`src/rtl/vga_sync_decoder_if.sv`:
```
// vga_sync_decoder_if: received sync pair plus the rebuilt position and lock status
interface vga_sync_decoder_if;
   logic       hSync;
   logic       vSync;
   logic [7:0] xCoord;
   logic [8:0] yCoord;
   logic       draw;
   logic       locked;
   logic       syncError;
   logic       frameStart;
   logic [9:0] hPeriod;
   logic [9:0] vPeriod;
   modport master (
      output hSync, vSync,
      input  xCoord, yCoord, draw, locked, syncError, frameStart, hPeriod, vPeriod
   );
   modport slave (
      input  hSync, vSync,
      output xCoord, yCoord, draw, locked, syncError, frameStart, hPeriod, vPeriod
   );
endinterface

```
`src/rtl/vga_sync_decoder.sv`:
```
// vga_sync_decoder: rebuilds pixel position and lock status from a received VGA sync pair
module vga_sync_decoder #(
   parameter int H_TOTAL    = 800,
   parameter int V_TOTAL    = 521,
   parameter int HSYNC_POS  = 656,
   parameter int VSYNC_POS  = 490,
   parameter int ACT_W      = 256,
   parameter int ACT_H      = 320,
   parameter int LOCK_LINES = 4
) (
   input logic               clk25,
   input logic               reset,
   vga_sync_decoder_if.slave bus
);
   localparam int GW = $clog2(LOCK_LINES + 1);
   localparam logic [9:0] H_LAST = 10'(H_TOTAL - 1);
   localparam logic [9:0] V_LAST = 10'(V_TOTAL - 1);
   localparam logic [9:0] H_NOM  = 10'(H_TOTAL);
   localparam logic [9:0] V_NOM  = 10'(V_TOTAL);
   localparam logic [9:0] H_LOAD = 10'(HSYNC_POS + 1);
   localparam logic [9:0] V_LOAD = 10'(VSYNC_POS);
   localparam logic [9:0] ACT_X  = 10'(ACT_W);
   localparam logic [9:0] ACT_Y  = 10'(ACT_H);
   localparam logic [9:0] SAT    = 10'h3ff;
   localparam logic [GW-1:0] LOCK_N = GW'(LOCK_LINES);

   typedef enum logic [1:0] {SEARCH, HTRACK, VTRACK, LOCKED} state_t;

   state_t        state, state_n;
   logic          hs_prev, vs_prev, h_fall, v_fall, h_wrap, timeout, h_bad, v_bad;
   logic [9:0]    h_pos, v_pos, h_per, line_cnt;
   logic [GW-1:0] good_lines, good_n;
   logic          v_seen, seen_n, locked_n, error_n;

   assign h_fall  = ~bus.hSync & hs_prev;
   assign v_fall  = ~bus.vSync & vs_prev;
   assign h_wrap  = ~h_fall & (h_pos == H_LAST);
   assign timeout = (h_per == SAT) & ~h_fall;
   assign h_bad   = h_fall & (h_per != H_NOM);
   assign v_bad   = v_fall & (line_cnt != V_NOM);

   // edge history, free-running position counters and period measurement
   always_ff @(posedge clk25) begin
      if (reset) begin
         hs_prev     <= 1'b1;
         vs_prev     <= 1'b1;
         h_pos       <= '0;
         v_pos       <= '0;
         h_per       <= '0;
         line_cnt    <= '0;
         bus.hPeriod <= '0;
         bus.vPeriod <= '0;
      end else begin
         hs_prev  <= bus.hSync;
         vs_prev  <= bus.vSync;
         h_pos    <= h_fall ? H_LOAD : h_wrap ? 10'd0 : h_pos + 10'd1;
         v_pos    <= v_fall ? V_LOAD : !h_wrap ? v_pos : (v_pos == V_LAST) ? 10'd0 : v_pos + 10'd1;
         h_per    <= h_fall ? 10'd1 : (h_per == SAT) ? h_per : h_per + 10'd1;
         line_cnt <= v_fall ? {9'd0, h_fall} : (h_fall && line_cnt != SAT) ? line_cnt + 10'd1 : line_cnt;
         if (h_fall) bus.hPeriod <= h_per;
         if (v_fall) bus.vPeriod <= line_cnt;
      end
   end

   // lock state, good-line count and registered status flags
   always_ff @(posedge clk25) begin
      if (reset) begin
         state         <= SEARCH;
         good_lines    <= '0;
         v_seen        <= 1'b0;
         bus.locked    <= 1'b0;
         bus.syncError <= 1'b0;
      end else begin
         state         <= state_n;
         good_lines    <= good_n;
         v_seen        <= seen_n;
         bus.locked    <= locked_n;
         bus.syncError <= error_n;
      end
   end

   // lock acquisition: line lengths first, then one full frame between two vSync edges
   always_comb begin
      state_n = state;
      good_n  = good_lines;
      seen_n  = v_seen;
      case (state)
         SEARCH: begin
            if (h_fall) begin
               state_n = HTRACK;
               good_n  = '0;
            end
         end
         HTRACK: begin
            if (timeout) begin
               state_n = SEARCH;
            end else if (h_fall) begin
               good_n = h_bad ? '0 : good_lines + GW'(1);
               if (!h_bad && good_n == LOCK_N) begin
                  state_n = VTRACK;
                  seen_n  = 1'b0;
               end
            end
         end
         VTRACK: begin
            if (timeout) begin
               state_n = SEARCH;
            end else if (h_bad) begin
               state_n = HTRACK;
               good_n  = '0;
            end else if (v_fall) begin
               seen_n  = 1'b1;
               state_n = (v_seen && !v_bad) ? LOCKED : VTRACK;
            end
         end
         default: state_n = (timeout || h_bad || v_bad) ? SEARCH : LOCKED;
      endcase
   end

   // status flags follow the next state; an error marks any exit from LOCKED
   always_comb begin
      locked_n = (state_n == LOCKED);
      error_n  = (state == LOCKED) && (state_n != LOCKED);
   end

   assign bus.draw       = bus.locked & (h_pos < ACT_X) & (v_pos < ACT_Y);
   assign bus.xCoord     = bus.draw ? h_pos[7:0] : 8'd0;
   assign bus.yCoord     = bus.draw ? v_pos[8:0] : 9'd0;
   assign bus.frameStart = bus.locked & (h_pos == 10'd0) & (v_pos == 10'd0);
endmodule

```
`src/flat_wrapper.sv`:
```
// flat-port wrapper written by rule: the top's interface ports become plain ports
module vga_sync_decoder_flat 
#(
   parameter int H_TOTAL    = 800,
   parameter int V_TOTAL    = 521,
   parameter int HSYNC_POS  = 656,
   parameter int VSYNC_POS  = 490,
   parameter int ACT_W      = 256,
   parameter int ACT_H      = 320,
   parameter int LOCK_LINES = 4
)
  (clk25, reset, bus_hSync, bus_vSync, bus_xCoord, bus_yCoord, bus_draw, bus_locked, bus_syncError, bus_frameStart, bus_hPeriod, bus_vPeriod);
  vga_sync_decoder_if bus_i ();
  input logic clk25;
  input logic reset;
  input wire logic [$bits(bus_i.hSync)-1:0] bus_hSync;
  input wire logic [$bits(bus_i.vSync)-1:0] bus_vSync;
  output wire logic [$bits(bus_i.xCoord)-1:0] bus_xCoord;
  output wire logic [$bits(bus_i.yCoord)-1:0] bus_yCoord;
  output wire logic [$bits(bus_i.draw)-1:0] bus_draw;
  output wire logic [$bits(bus_i.locked)-1:0] bus_locked;
  output wire logic [$bits(bus_i.syncError)-1:0] bus_syncError;
  output wire logic [$bits(bus_i.frameStart)-1:0] bus_frameStart;
  output wire logic [$bits(bus_i.hPeriod)-1:0] bus_hPeriod;
  output wire logic [$bits(bus_i.vPeriod)-1:0] bus_vPeriod;
  assign bus_i.hSync = bus_hSync;
  assign bus_i.vSync = bus_vSync;
  assign bus_xCoord = bus_i.xCoord;
  assign bus_yCoord = bus_i.yCoord;
  assign bus_draw = bus_i.draw;
  assign bus_locked = bus_i.locked;
  assign bus_syncError = bus_i.syncError;
  assign bus_frameStart = bus_i.frameStart;
  assign bus_hPeriod = bus_i.hPeriod;
  assign bus_vPeriod = bus_i.vPeriod;
  vga_sync_decoder #(.H_TOTAL(H_TOTAL), .V_TOTAL(V_TOTAL), .HSYNC_POS(HSYNC_POS), .VSYNC_POS(VSYNC_POS), .ACT_W(ACT_W), .ACT_H(ACT_H), .LOCK_LINES(LOCK_LINES)) u_core (.clk25(clk25), .reset(reset), .bus(bus_i));
endmodule
```
`config.mk`:
```
export PLATFORM = sky130hd
export DESIGN_NAME = vga_sync_decoder_flat
export DESIGN_NICKNAME = d
export VERILOG_FILES = /design/src/rtl/vga_sync_decoder_if.sv /design/src/rtl/vga_sync_decoder.sv /design/src/flat_wrapper.sv
export SDC_FILE = /design/constraint.sdc
export NUM_CORES = 1
export LEC_CHECK = 0
export CAP_MARGIN = 10
export CORE_ASPECT_RATIO = 0.7
export CORE_MARGIN = 1
export CORE_UTILIZATION = 35
export CTS_CLUSTER_DIAMETER = 30
export DETAILED_ROUTE_END_ITERATION = 8
export DONT_BUFFER_PORTS = 1
export PLACE_DENSITY = 0.53
export RECOVER_POWER = 50
export SYNTH_ARGS = -nofsm -noshare
export SYNTH_HDL_FRONTEND = slang
export SYNTH_SLANG_ARGS = --single-unit
export TNS_END_PERCENT = 100
```
`constraint.sdc`:
```
create_clock -name clk25 -period 2.62 [get_ports clk25]
set_input_delay 0.262 -clock clk25 [delete_from_list [all_inputs] [get_ports clk25]]
set_output_delay 0.262 -clock clk25 [all_outputs]
set_load 0.01 [all_outputs]
```
# == After elaboration in Yosys (flattened, before gate mapping) ==
# Index checks and enable logic that the tools add are counted.
# word_totals
reg_bits,70
word_cells,113
# op_classes
addsub,5
magnitude_cmp,2
n_eq_ne,21
mux,35
bitwise,13
n_reduce_logical,20
# op_table
operator,n
$add A10 B1 Y10 const B,4
$eq A10 B10 Y1 const B,3
$mux W10,3
$ne A10 B10 Y1 const B,3
$mux W9,3
$logic_not A10 Y1,2
$lt A10 B9 Y1 const B,2
$mux W3,6
$mux W2,8
$ne A2 B1 Y1 const B,6
$mux W1,11
$and A1 B1 Y1,10
$pmux W3 S3,1
$mux W8,1
$ne A2 B2 Y1 const B,4
$reduce_and A7 Y1,1
$eq A2 B2 Y1 const B,3
$pmux W2 S3,1
$reduce_and A6 Y1,1
$reduce_bool A2 Y1,3
$logic_and A1 B1 Y1,4
$reduce_or A2 Y1,2
$add A3 B1 Y3 const B,1
$eq A3 B3 Y1 const B,1
8 further kinds,12

# == Logic depth before layout (Yosys ltp) ==
# Gate-level depths: netlist (run 1).
# logic_depth
depth_word,12
ltp_mapped,7
depth_no_buf,7

# == Worst setup path after synthesis (run 1) ==
# OpenSTA, ideal clock, no wires.
# synth_timing
kind,register to register
from,register u_core.h_per[0]
to,register u_core.bus.locked
setup_time_ns,0.123
arrival_time_ns,1.876
required_ns,2.497
setup_slack_ns,0.621
stages_incl_launch_ff,8
period_less_slack_ns,1.999
cell_sequence,dfxtp_1 inv_1 ha_1 or4b_4 or3_4 o211a_1 o32ai_2 nor3_1
# synth_via
elab_chain_len,10
word_cells_on_any_way,18
classes_between,4 x eq/ne; 8 x mux; 2 x bitwise; 4 x reduce/logical
# synth_rtl
item,line,rtl
start: declaration,vga_sync_decoder.sv:31,"logic [9:0] h_pos, v_pos, h_per, line_cnt;"
start signal: assignment,vga_sync_decoder.sv:58,h_per <= h_fall ? 10'd1 : (h_per == SAT) ? h_per : h_per + 10'd1;
$ne A10 B10 Y1,vga_sync_decoder.sv:39,assign h_bad = h_fall & (h_per != H_NOM);
$and A1 B1 Y1,vga_sync_decoder.sv:39,
$mux W3,vga_sync_decoder.sv:98,good_n = h_bad ? '0 : good_lines + GW'(1);
$eq A3 B3 Y1,vga_sync_decoder.sv:99,if (!h_bad && good_n == LOCK_N) begin
$logic_and A1 B1 Y1,vga_sync_decoder.sv:99,
$mux W2,vga_sync_decoder.sv:99,
$mux W2,vga_sync_decoder.sv:97,end else if (h_fall) begin
$mux W2,vga_sync_decoder.sv:95,if (timeout) begin
$pmux W2 S3 *,vga_sync_decoder.sv:87,case (state)
$eq A2 B2 Y1 *,vga_sync_decoder.sv:122,locked_n = (state_n == LOCKED);
end signal: assignment,vga_sync_decoder.sv:77,bus.locked <= locked_n;
end: declaration,vga_sync_decoder_if.sv:19,"output xCoord, yCoord, draw, locked, syncError, frameStart, hPeriod, vPeriod"
# Every way passes the cells marked *; elsewhere a longest branch is shown, timed or not.
# A chain may end at the register's enable or synchronous reset.

# == Worst setup path after layout (run 1) ==
# layout_timing
from,register u_core.h_pos[0]
to,output port bus_frameStart
# layout_via
elab_chain_len,3
# layout_rtl
item,line,rtl
start: declaration,vga_sync_decoder.sv:31,
start signal: assignment,vga_sync_decoder.sv:56,h_pos <= h_fall ? H_LOAD : h_wrap ? 10'd0 : h_pos + 10'd1;
$logic_not A10 Y1,vga_sync_decoder.sv:129,assign bus.frameStart = bus.locked & (h_pos == 10'd0) & (v_pos == 10'd0);
$and A1 B1 Y1 (2 in series),vga_sync_decoder.sv:129,
end: declaration,flat_wrapper.sv:23,output wire logic [$bits(bus_i.frameStart)-1:0] bus_frameStart;
# No other way between the ends.

==> impl_metrics.json, run 1 <==
{
  "period_needed_ps": 2276,
  "hold_viol_final": 0,
  "diodes": 0,
  "drc": 0,
  "start_util": 0.3587,
  "clk_pin_slew_ps": 50,
  "layout-drive-gt1-share": 0.07339,
  "detail_route.iter0.violations": 237,
  "power.density_mw_per_mm2": 639.3,
  "grt_pass1_vias": 2635,
  "die_y_um": 85.35,
  "wirelength_mm": 8.093,
  "gr-total-overflow": 0,
  "placed_cell_area_mm2": 0.003590,
  "antenna_found_initial": 0,
  "synthArstFlopShare": 0,
  "hold_path.startpoint": "reset",
  "ant_nets": 0,
  "irDropWorstVdd_v": 0.0003589,
  "vias": 2969,
  "yosys_warnings": 0,
  "dp_hpwl_mm": 5.473,
  "drt_pass1_iterations": 4,
  "rows": 30,
  "coreArea_mm2": 0.009684,
  "syn_area_mm2": 0.003473,
  "post-cts-setup-buffers": 0,
  "cts.sinks": 70,
  "clk_latency_ps": 340,
  "die_area_mm2": 0.01033,
  "p_leak_nw": 1.379,
  "cts_max_level": 3,
  "numPortBuffers": 0,
  "area_delta_synth_final_pct": 12.97,
  "yosys.area.top_type": "dfxtp_1",
  "arrival_ps": 2010,
  "relSlewSlack": 0.4713,
  "critPathMaxFanout": 5,
  "criticalPathCategory": "reg2out",
  "fmax_mhz": 439.4,
  "status": "complete, no violations",
  "synth-edff-count": 0,
  "rsz0062_at_grt": "false",
  "via_per_inst": 5.264,
  "fin_crit_sh": 0.8686,
  "avgRoutedWirePerCell_um": 14.35,
  "fin_worst_skew_ps": 8.360,
  "gp_congestion": 0.8837,
  "layout.nets": 448,
  "fillers": 992,
  "most-common-layout-cells": "dfxtp_1 (70), nand2_1 (62), nor2_1 (46)",
  "grt_max_degree": 39,
  "end_kind": "primary output",
  "yosysTopAreaCellShare": 0.4035,
  "drv_slew": 0,
  "final_cell_count_no_fill": 564,
  "setup.worst_path.start": "u_core.h_pos[0]$_SDFF_PP0_",
  "r2r-start": "u_core.h_per[0]$_SDFFE_PP0N_",
  "clock_path_buffers": 2,
  "final_area_mm2": 0.003924,
  "syn_inst": 433,
  "cts_tree": "built",
  "ctsHoldBuffers": 2,
  "cp-start-kind": "flop",
  "crit_required_ps": 2360,
  "setup_viol": 0,
  "dp_cells": 545,
  "ctsResizeCount": 0,
  "ys_ff_latch": 70,
  "pre_cts_ws_ps": 511.6,
  "ys_types": 53,
  "max_cap_viol_count": 0,
  "synth_area_per_cell_um2": 8.022,
  "cts_buffers": 9,
  "synth.area.top_cells": "dfxtp_1 (40%), nand2_1 (6.7%), a21oi_1 (5.8%), nor2_1 (5.0%), ha_1 (4.7%)",
  "worstMarginPinSlew_ps": 785.8,
  "final_common_cell": "dfxtp_1",
  "power.total_mw": 2.508,
  "synth_ff_type": "dfxtp_1",
  "worst_slack_ps": 344.3,
  "root_buffer": "clkbuf_16",
  "min_path_type": "in2reg",
  "grt_use_total": 0.1648,
  "setup_tns_ps": 0,
  "grt_pass1_wl_mm": 13.14,
  "die_w_um": 121.1,
  "ios": 45,
  "postSynthNetCount": 450,
  "yosysSeqAreaShare": 0.4035
}
registers in the layout, indices dropped and copies added, names as in the netlist, 2 cells and up:
| register | cells |
|---|---|
| u_core.bus.hPeriod | 10 |
| u_core.bus.vPeriod | 10 |
| u_core.h_per | 10 |
| u_core.h_pos | 10 |
| u_core.line_cnt | 10 |
| u_core.v_pos | 10 |
| u_core.good_lines | 3 |
| u_core.state | 2 |
path summary, 6_finish.rpt:
check                                       end  slack, ps  cells past startpoint
min reg2reg  u_core.bus.hPeriod[3]$_SDFFE_PP0P_        500                      2
max reg2reg        u_core.bus.locked$_SDFF_PP0_        490                      7
max                              bus_frameStart        340                      4
min                   u_core.hs_prev$_SDFF_PP1_         30                      1
routing by layer:
metal / routed length (um) / GRT usage / share of wire
met2: 3256 / 0.2213 / 0.40
met5: 0 / 0 / 0
met3: 507 / 0.05578 / 0.063
met1: 4234 / 0.2367 / 0.52
met4: 94 / 0.06734 / 0.012
power breakdown:
part / leakage (nW) / switching (mW) / internal (mW) / total [mW]
combinational: 0.658 / 0.0959 / 0.0586 / 0.155
clock: 0.152 / 0.446 / 0.783 / 1.23
sequential: 0.569 / 0.0339 / 1.09 / 1.12
metrics by stage:
stage               utilization  hold WS (ps)
detailed placement       0.3707         335.7
global placement         0.3707         335.0
floorplan                     -         368.6
CTS                      0.4049        0.4516
global route             0.4052         17.26
finish                   0.4052         32.48
critical path, stage by stage (launching register included):
cell	delay, ps
dfxtp_1	340
inv_1	90
ha_1	140
or4b_2	600
nor4_1	510
synth_stat cells (2+ instances only):
master	n
dfxtp_1	70
nand2_1	62
nor2_1	46
a21oi_1	40
and2_1	20
clkbuf_1	18
inv_1	15
ha_1	13
nand3_1	13
o21ai_0	12
xor2_1	11
a31oi_1	10
nor3_1	10
and3_1	9
xnor2_1	9
nand4_1	7
nand2b_1	5
nor2b_1	5
nor4_1	5
or3_1	5
o21ai_1	4
and4_1	3
or3b_1	3
a211oi_1	2
a22oi_1	2
and4b_1	2
buf_2	2
nand4b_1	2
nor3b_1	2
or2_2	2
or4_1	2
area by class of cell:
class / count / area, um2 / area share
clock buffers: 12 / 256.5 / 0.06537
clock inverters: 4 / 45.04 / 0.01148
inverters: 15 / 56.30 / 0.01435
multi-input cells: 327 / 1934 / 0.4930
flip-flops and latches: 70 / 1401 / 0.3571
well taps: 128 / 160.2 / 0.04082
repair buffers: 8 / 70.07 / 0.01786
logic make-up after synthesis:
logic type               synth area share
flip-flops                         0.4035
buffers and inverters             0.03962
AND/OR/NAND/NOR                    0.3145
multiplexers                     0.006124
XOR/XNOR                          0.05043
AO/OA/AOI/OAI                      0.1391
adder cells (fa/ha/maj)           0.04683
Power figures use the tool's default switching activity.
==> run 2, diff against run 1 <==
--- a/config.mk
+++ b/config.mk
@@ -14,6 +14,8 @@
 export DONT_BUFFER_PORTS = 1
 export PLACE_DENSITY = 0.53
 export RECOVER_POWER = 50
+export SETUP_SLACK_MARGIN = 0.4
+export SKIP_LAST_GASP = 1
 export SYNTH_ARGS = -nofsm -noshare
 export SYNTH_HDL_FRONTEND = slang
 export SYNTH_SLANG_ARGS = --single-unit
==> constraint.sdc (replaced) <==
create_clock -name clk25 -period 2.62 [get_ports clk25]
set_input_delay 0.524 -clock clk25 [delete_from_list [all_inputs] [get_ports clk25]]
set_output_delay 0.524 -clock clk25 [all_outputs]
set_load 0.01 [all_outputs]
==> impl_metrics.json, run 2 (same netlist as run 1, synthesis figures left out) <==
{
  "status": "complete, no violations",
  "via_per_inst": 5.256,
  "clk_latency_ps": 330,
  "grt_use_total": 0.1668,
  "pre_cts_ws_ps": 467.5,
  "die_area_mm2": 0.01033,
  "period_needed_ps": 2151,
  "swShare": 0.2124,
  "cp_slowest_stage_delay_ps": 480,
  "drc": 0,
  "final_common_cell": "dfxtp_1",
  "min_path_type": "in2reg",
  "power.density_mw_per_mm2": 687.7,
  "worstMarginPinSlew_ps": 617.4,
  "gp_congestion": 0.8843,
  "placed_cell_area_mm2": 0.003605,
  "cts_max_level": 3,
  "irDropWorstVdd_v": 0.0003110,
  "diodes": 0,
  "area_delta_synth_final_pct": 15.74,
  "antenna_found_initial": 0,
  "rsz0062_at_grt": "false",
  "clk_pin_slew_ps": 60,
  "cts_buffers": 9,
  "fin_crit_sh": 0.8210,
  "ant_nets": 0,
  "fillers": 987,
  "gr-total-overflow": 0,
  "cp-start-kind": "flop",
  "avgRoutedWirePerCell_um": 14.27,
  "rows": 30,
  "ios": 45,
  "die_y_um": 85.35,
  "coreArea_mm2": 0.009684,
  "dp_hpwl_mm": 5.527,
  "cts.sinks": 70,
  "end_kind": "flop",
  "worst_slack_ps": 468.9,
  "layout.nets": 447,
  "p_seq_frac": 0.407,
  "start_util": 0.3587,
  "numPortBuffers": 0,
  "setup_viol": 0,
  "detail_route.iter0.violations": 257,
  "ctsHoldBuffers": 0,
  "critPathMaxFanout": 4,
  "hold_viol_final": 0,
  "crit_required_ps": 2830,
  "relSlewSlack": 0.5852,
  "power.combinational.fraction": 0.054,
  "grt_max_degree": 45,
  "fin_worst_skew_ps": 5.854,
  "crit_path_cell_trace": "inv_1 > ha_1 > or4b_4 > or3_4 > o211a_1 > o32ai_4 > nor3_2",
  "cts_tree": "built",
  "vias": 2959,
  "crit_slowest_cell": "or4b_4",
  "root_buffer": "clkbuf_16",
  "fmax_mhz": 464.9,
  "p_leak_nw": 1.408,
  "drt_pass1_iterations": 4,
  "ff2ff_setup_slack_ps": 470,
  "clock_path_buffers": 2,
  "most-common-layout-cells": "dfxtp_1 (69), nand2_1 (62), nor2_1 (46)",
  "final_area_mm2": 0.004020,
  "grt_pass1_wl_mm": 13.52,
  "intPower_mw": 2.177,
  "drv_slew": 0,
  "criticalPathCategory": "reg2reg",
  "layout-drive-gt1-share": 0.09195,
  "die_w_um": 121.1,
  "setup_tns_ps": 0,
  "wirelength_mm": 8.032,
  "switchingPower_uw": 587.3,
  "max_cap_viol_count": 0,
  "pwr-share-clk": 0.538,
  "post-cts-setup-buffers": 0,
  "arrival_ps": 2360,
  "grt_pass1_vias": 2738
}
-- run 2: changes by cell type in the layout (fill, tap and decap cells not counted), moves of 2 or more --
cell / before / now
buf_4: 3 / 5
bufinv_16: 1 / 4
clkbuf_8: 2 / 0
clkinv_2: 3 / 1
dlygate4sd3_1: 2 / 0
nor3_1: 10 / 8
nor3_2: 0 / 2
nor4_1: 5 / 3
-- run 2: through the flow --
| stage | util | std cells | power, mW | hold slack [ps] |
|---|---|---|---|---|
| global placement | 0.3722 | 547 | 1.287 | 478.5 |
| detailed placement | 0.3722 | 547 | 1.290 | 487.0 |
| floorplan | - | 433 | 1.257 | 462.1 |
| finish | 0.4151 | 563 | 2.765 | 251.0 |
| CTS | 0.4116 | 563 | 2.799 | 241.1 |
| global route | 0.4151 | 563 | 2.883 | 230.5 |
-- run 2: path summary, 6_finish.rpt --
path / from / cells after the start / to
worst min-delay path: reset / 1 / u_core.bus.hPeriod[8]$_SDFFE_PP0P_
worst min register to register: u_core.good_lines[2]$_SDFFE_PP0P_ / 2 / u_core.good_lines[2]$_SDFFE_PP0P_
worst max-delay path: u_core.h_per[0]$_SDFFE_PP0N_ / 7 / u_core.bus.locked$_SDFF_PP0_
worst max register to register: u_core.h_per[0]$_SDFFE_PP0N_ / 7 / u_core.bus.locked$_SDFF_PP0_
-- run 2: metal layers --
| layer | part of all wire | GRT usage |
|---|---|---|
| met2 | 0.40 | 0.2343 |
| met1 | 0.53 | 0.2423 |
| met3 | 0.062 | 0.05511 |
| met5 | 0 | 0 |
| met4 | 0.0093 | 0.04040 |
-- run 2: critical path: cells and delay by family (launching register included) --
family          cells  cell delay (ps)
simple gates        3              920
compound gates      2              560
flops               1              330
fa+ha+maj           1              140
buf+inv             1               90
-- run 2: area by class of cell --
cell class                 count  area (um2)  area share
sequential                    70        1403      0.3489
timing repair buffer           7       45.04     0.01120
tap                          128       160.2     0.03984
clock buffer                  10       229.0     0.05696
inverter                      15       56.30     0.01401
multi-input combinational    327        1993      0.4958
clock inverter                 6       133.9     0.03330
-- run 2: what timing repair did --
item,4_1_cts,5_1_grt
endpoints found under the setup margin,1,24
pin swaps,1,4
gates resized for setup,3,10
-- run 2: power groups by stage --
stage	clock network [mW]	registers, mW	logic (mW)
after floorplan	0	1.13	0.122
after global routing	1.58	1.13	0.172
after detailed placement	0	1.15	0.142
final	1.49	1.13	0.150
after CTS	1.53	1.12	0.146
after global placement	0	1.15	0.140
==> run 3, diff against run 2 <==
==> constraint.sdc (replaced) <==
create_clock -name clk25 -period 2.25 [get_ports clk25]
set_input_delay 0.45 -clock clk25 [delete_from_list [all_inputs] [get_ports clk25]]
set_output_delay 0.45 -clock clk25 [all_outputs]
set_load 0.01 [all_outputs]
==> impl_metrics.json, run 3 (same netlist as run 1, synthesis figures left out) <==
{
  "status": "complete, no violations",
  "via_per_inst": 5.154,
  "end_kind": "flop",
  "root_buffer": "clkbuf_16",
  "ant_nets": 0,
  "worstRegToRegCells": 7,
  "grt_use_total": 0.1768,
  "setup_viol": 0,
  "die_y_um": 85.35,
  "layout.nets": 474,
  "max_cap_viol_count": 0,
  "clk_latency_ps": 340,
  "start_util": 0.3587,
  "cts_buffers": 9,
  "irDropWorstVdd_v": 0.0003565,
  "p_leak_nw": 1.529,
  "min_path_type": "in2reg",
  "gp_congestion": 0.8445,
  "period_needed_ps": 2051,
  "critPathMaxFanout": 5,
  "grt_pass1_wl_mm": 14.12,
  "power.density_mw_per_mm2": 684.4,
  "grt_max_degree": 45,
  "wirelength_mm": 8.706,
  "drc": 0,
  "vias": 3041,
  "cts_max_level": 3,
  "area_delta_synth_final_pct": 25.25,
  "coreArea_mm2": 0.009684,
  "drt_pass1_iterations": 4,
  "cp-start-kind": "flop",
  "cp_slowest_stage_delay_ps": 500,
  "rows": 30,
  "antenna_found_initial": 0,
  "clk_pin_slew_ps": 60,
  "power.total_mw": 2.977,
  "criticalPathCategory": "reg2reg",
  "most-common-layout-cells": "nand2_1 (61), dfxtp_1 (61), nor2_1 (44)",
  "r2r-start": "u_core.h_pos[1]$_SDFF_PP0_",
  "grt_pass1_vias": 2812,
  "gr-total-overflow": 0,
  "worst_slack_ps": 198.5,
  "diodes": 0,
  "arrival_ps": 2310,
  "fmax_mhz": 487.5,
  "rsz0062_at_grt": "true",
  "numPortBuffers": 0,
  "crit_path_cell_trace": "clkbuf_1 > ha_4 > and4_4 > nand4_4 > or2_4 > or4_1 > a31oi_1",
  "crit_slowest_cell": "or4_1",
  "relSlewSlack": 0.5577,
  "worstMarginPinSlew_ps": 663.4,
  "clock_path_buffers": 2,
  "ios": 45,
  "avgRoutedWirePerCell_um": 14.76,
  "cts.sinks": 70,
  "ff2ff_setup_slack_ps": 200,
  "drv_slew": 0,
  "die_w_um": 121.1,
  "dp_hpwl_mm": 5.641,
  "ctsHoldBuffers": 0,
  "pre_cts_ws_ps": 213.5,
  "fin_crit_sh": 0.9118,
  "reg2reg_to": "u_core.v_pos[8]$_SDFFE_PP0P_",
  "crit_required_ps": 2500,
  "setup.worst_path.start": "u_core.h_pos[1]$_SDFF_PP0_",
  "worstSetupEndpoint": "u_core.v_pos[8]$_SDFFE_PP0P_",
  "setup_tns_ps": 0,
  "cts_tree": "built",
  "hold_viol_final": 0,
  "layout-drive-gt1-share": 0.2294,
  "detail_route.iter0.violations": 169,
  "fillers": 978,
  "fin_worst_skew_ps": 7.822,
  "die_area_mm2": 0.01033
}
==> run 3: changes by cell type in the layout (fill, tap and decap cells not counted), sizes merged <==
cell	delta
bufinv	-3
and4b	+2
buf	+21
clkinv	+1
clkbuf	+6
==> run 3: final cells by class <==
type	instances	area [um2]	area share
Inverter	15	58.81	0.01352
Clock buffer	12	256.5	0.05896
Multi-Input combinational cell	329	2177	0.5004
Tap cell	128	160.2	0.03681
Sequential cell	70	1420	0.3264
Clock inverter	4	45.04	0.01035
Timing Repair Buffer	32	232.7	0.05349
==> run 3: repair_timing <==
action | CTS | global route
cloned | 2 | 0
gates resized for setup | 39 | 28
buffers inserted | 16 | 2
pin swaps | 24 | 13
endpoints found under the setup margin | 32 | 39
==> run 3: through the flow <==
stage / cell area (um2) / std cells / hold slack (ps) / util
after floorplan: 3500 / 433 / 463.3 / -
after global placement: 3681 / 554 / 475.2 / 0.3801
after detailed placement: 3681 / 554 / 488.4 / 0.3801
after CTS: 4249 / 588 / 157.8 / 0.4388
after global routing: 4350 / 590 / 160.9 / 0.4492
final: 4350 / 590 / 174.0 / 0.4492
==> run 3: critical path: cells and delay by family, from the launching register on <==
family | cells | cell delay (ps)
buffers and inverters | 1 | 190
AO/OA/AOI/OAI | 1 | 140
AND/OR/NAND/NOR | 4 | 1140
adder cells (fa/ha/maj) | 1 | 170
flip-flops | 1 | 340
==> run 3: layer usage <==
metal,vias up,global-route usage,wire length (um)
li1,1555,-,-
met1,1421,0.2546,4606
met2,54,0.2452,3627
met3,11,0.04368,328
met4,0,0.08081,143
met5,-,0,0
==> run 3: worst min-delay path by stage <==
stage	startpoint	endpoint	slack [ps]	depth (start not counted)
finish	reset	u_core.bus.hPeriod[8]$_SDFFE_PP0P_	170	1
global route	reset	u_core.v_pos[7]$_SDFFE_PP0P_	160	1
CTS	reset	u_core.h_pos[0]$_SDFF_PP0_	160	1
detailed placement	u_core.bus.hPeriod[4]$_SDFFE_PP0P_	u_core.bus.hPeriod[4]$_SDFFE_PP0P_	490	2
global placement	u_core.good_lines[2]$_SDFFE_PP0P_	u_core.good_lines[2]$_SDFFE_PP0P_	480	2
floorplan	u_core.h_per[0]$_SDFFE_PP0N_	u_core.bus.hPeriod[0]$_SDFFE_PP0P_	460	2
==> run 3: power by group <==
part	switching (mW)	internal [mW]	total, mW
registers	0.0384	1.27	1.31
clock network	0.520	0.912	1.43
logic	0.130	0.106	0.236
total	0.689	2.29	2.98
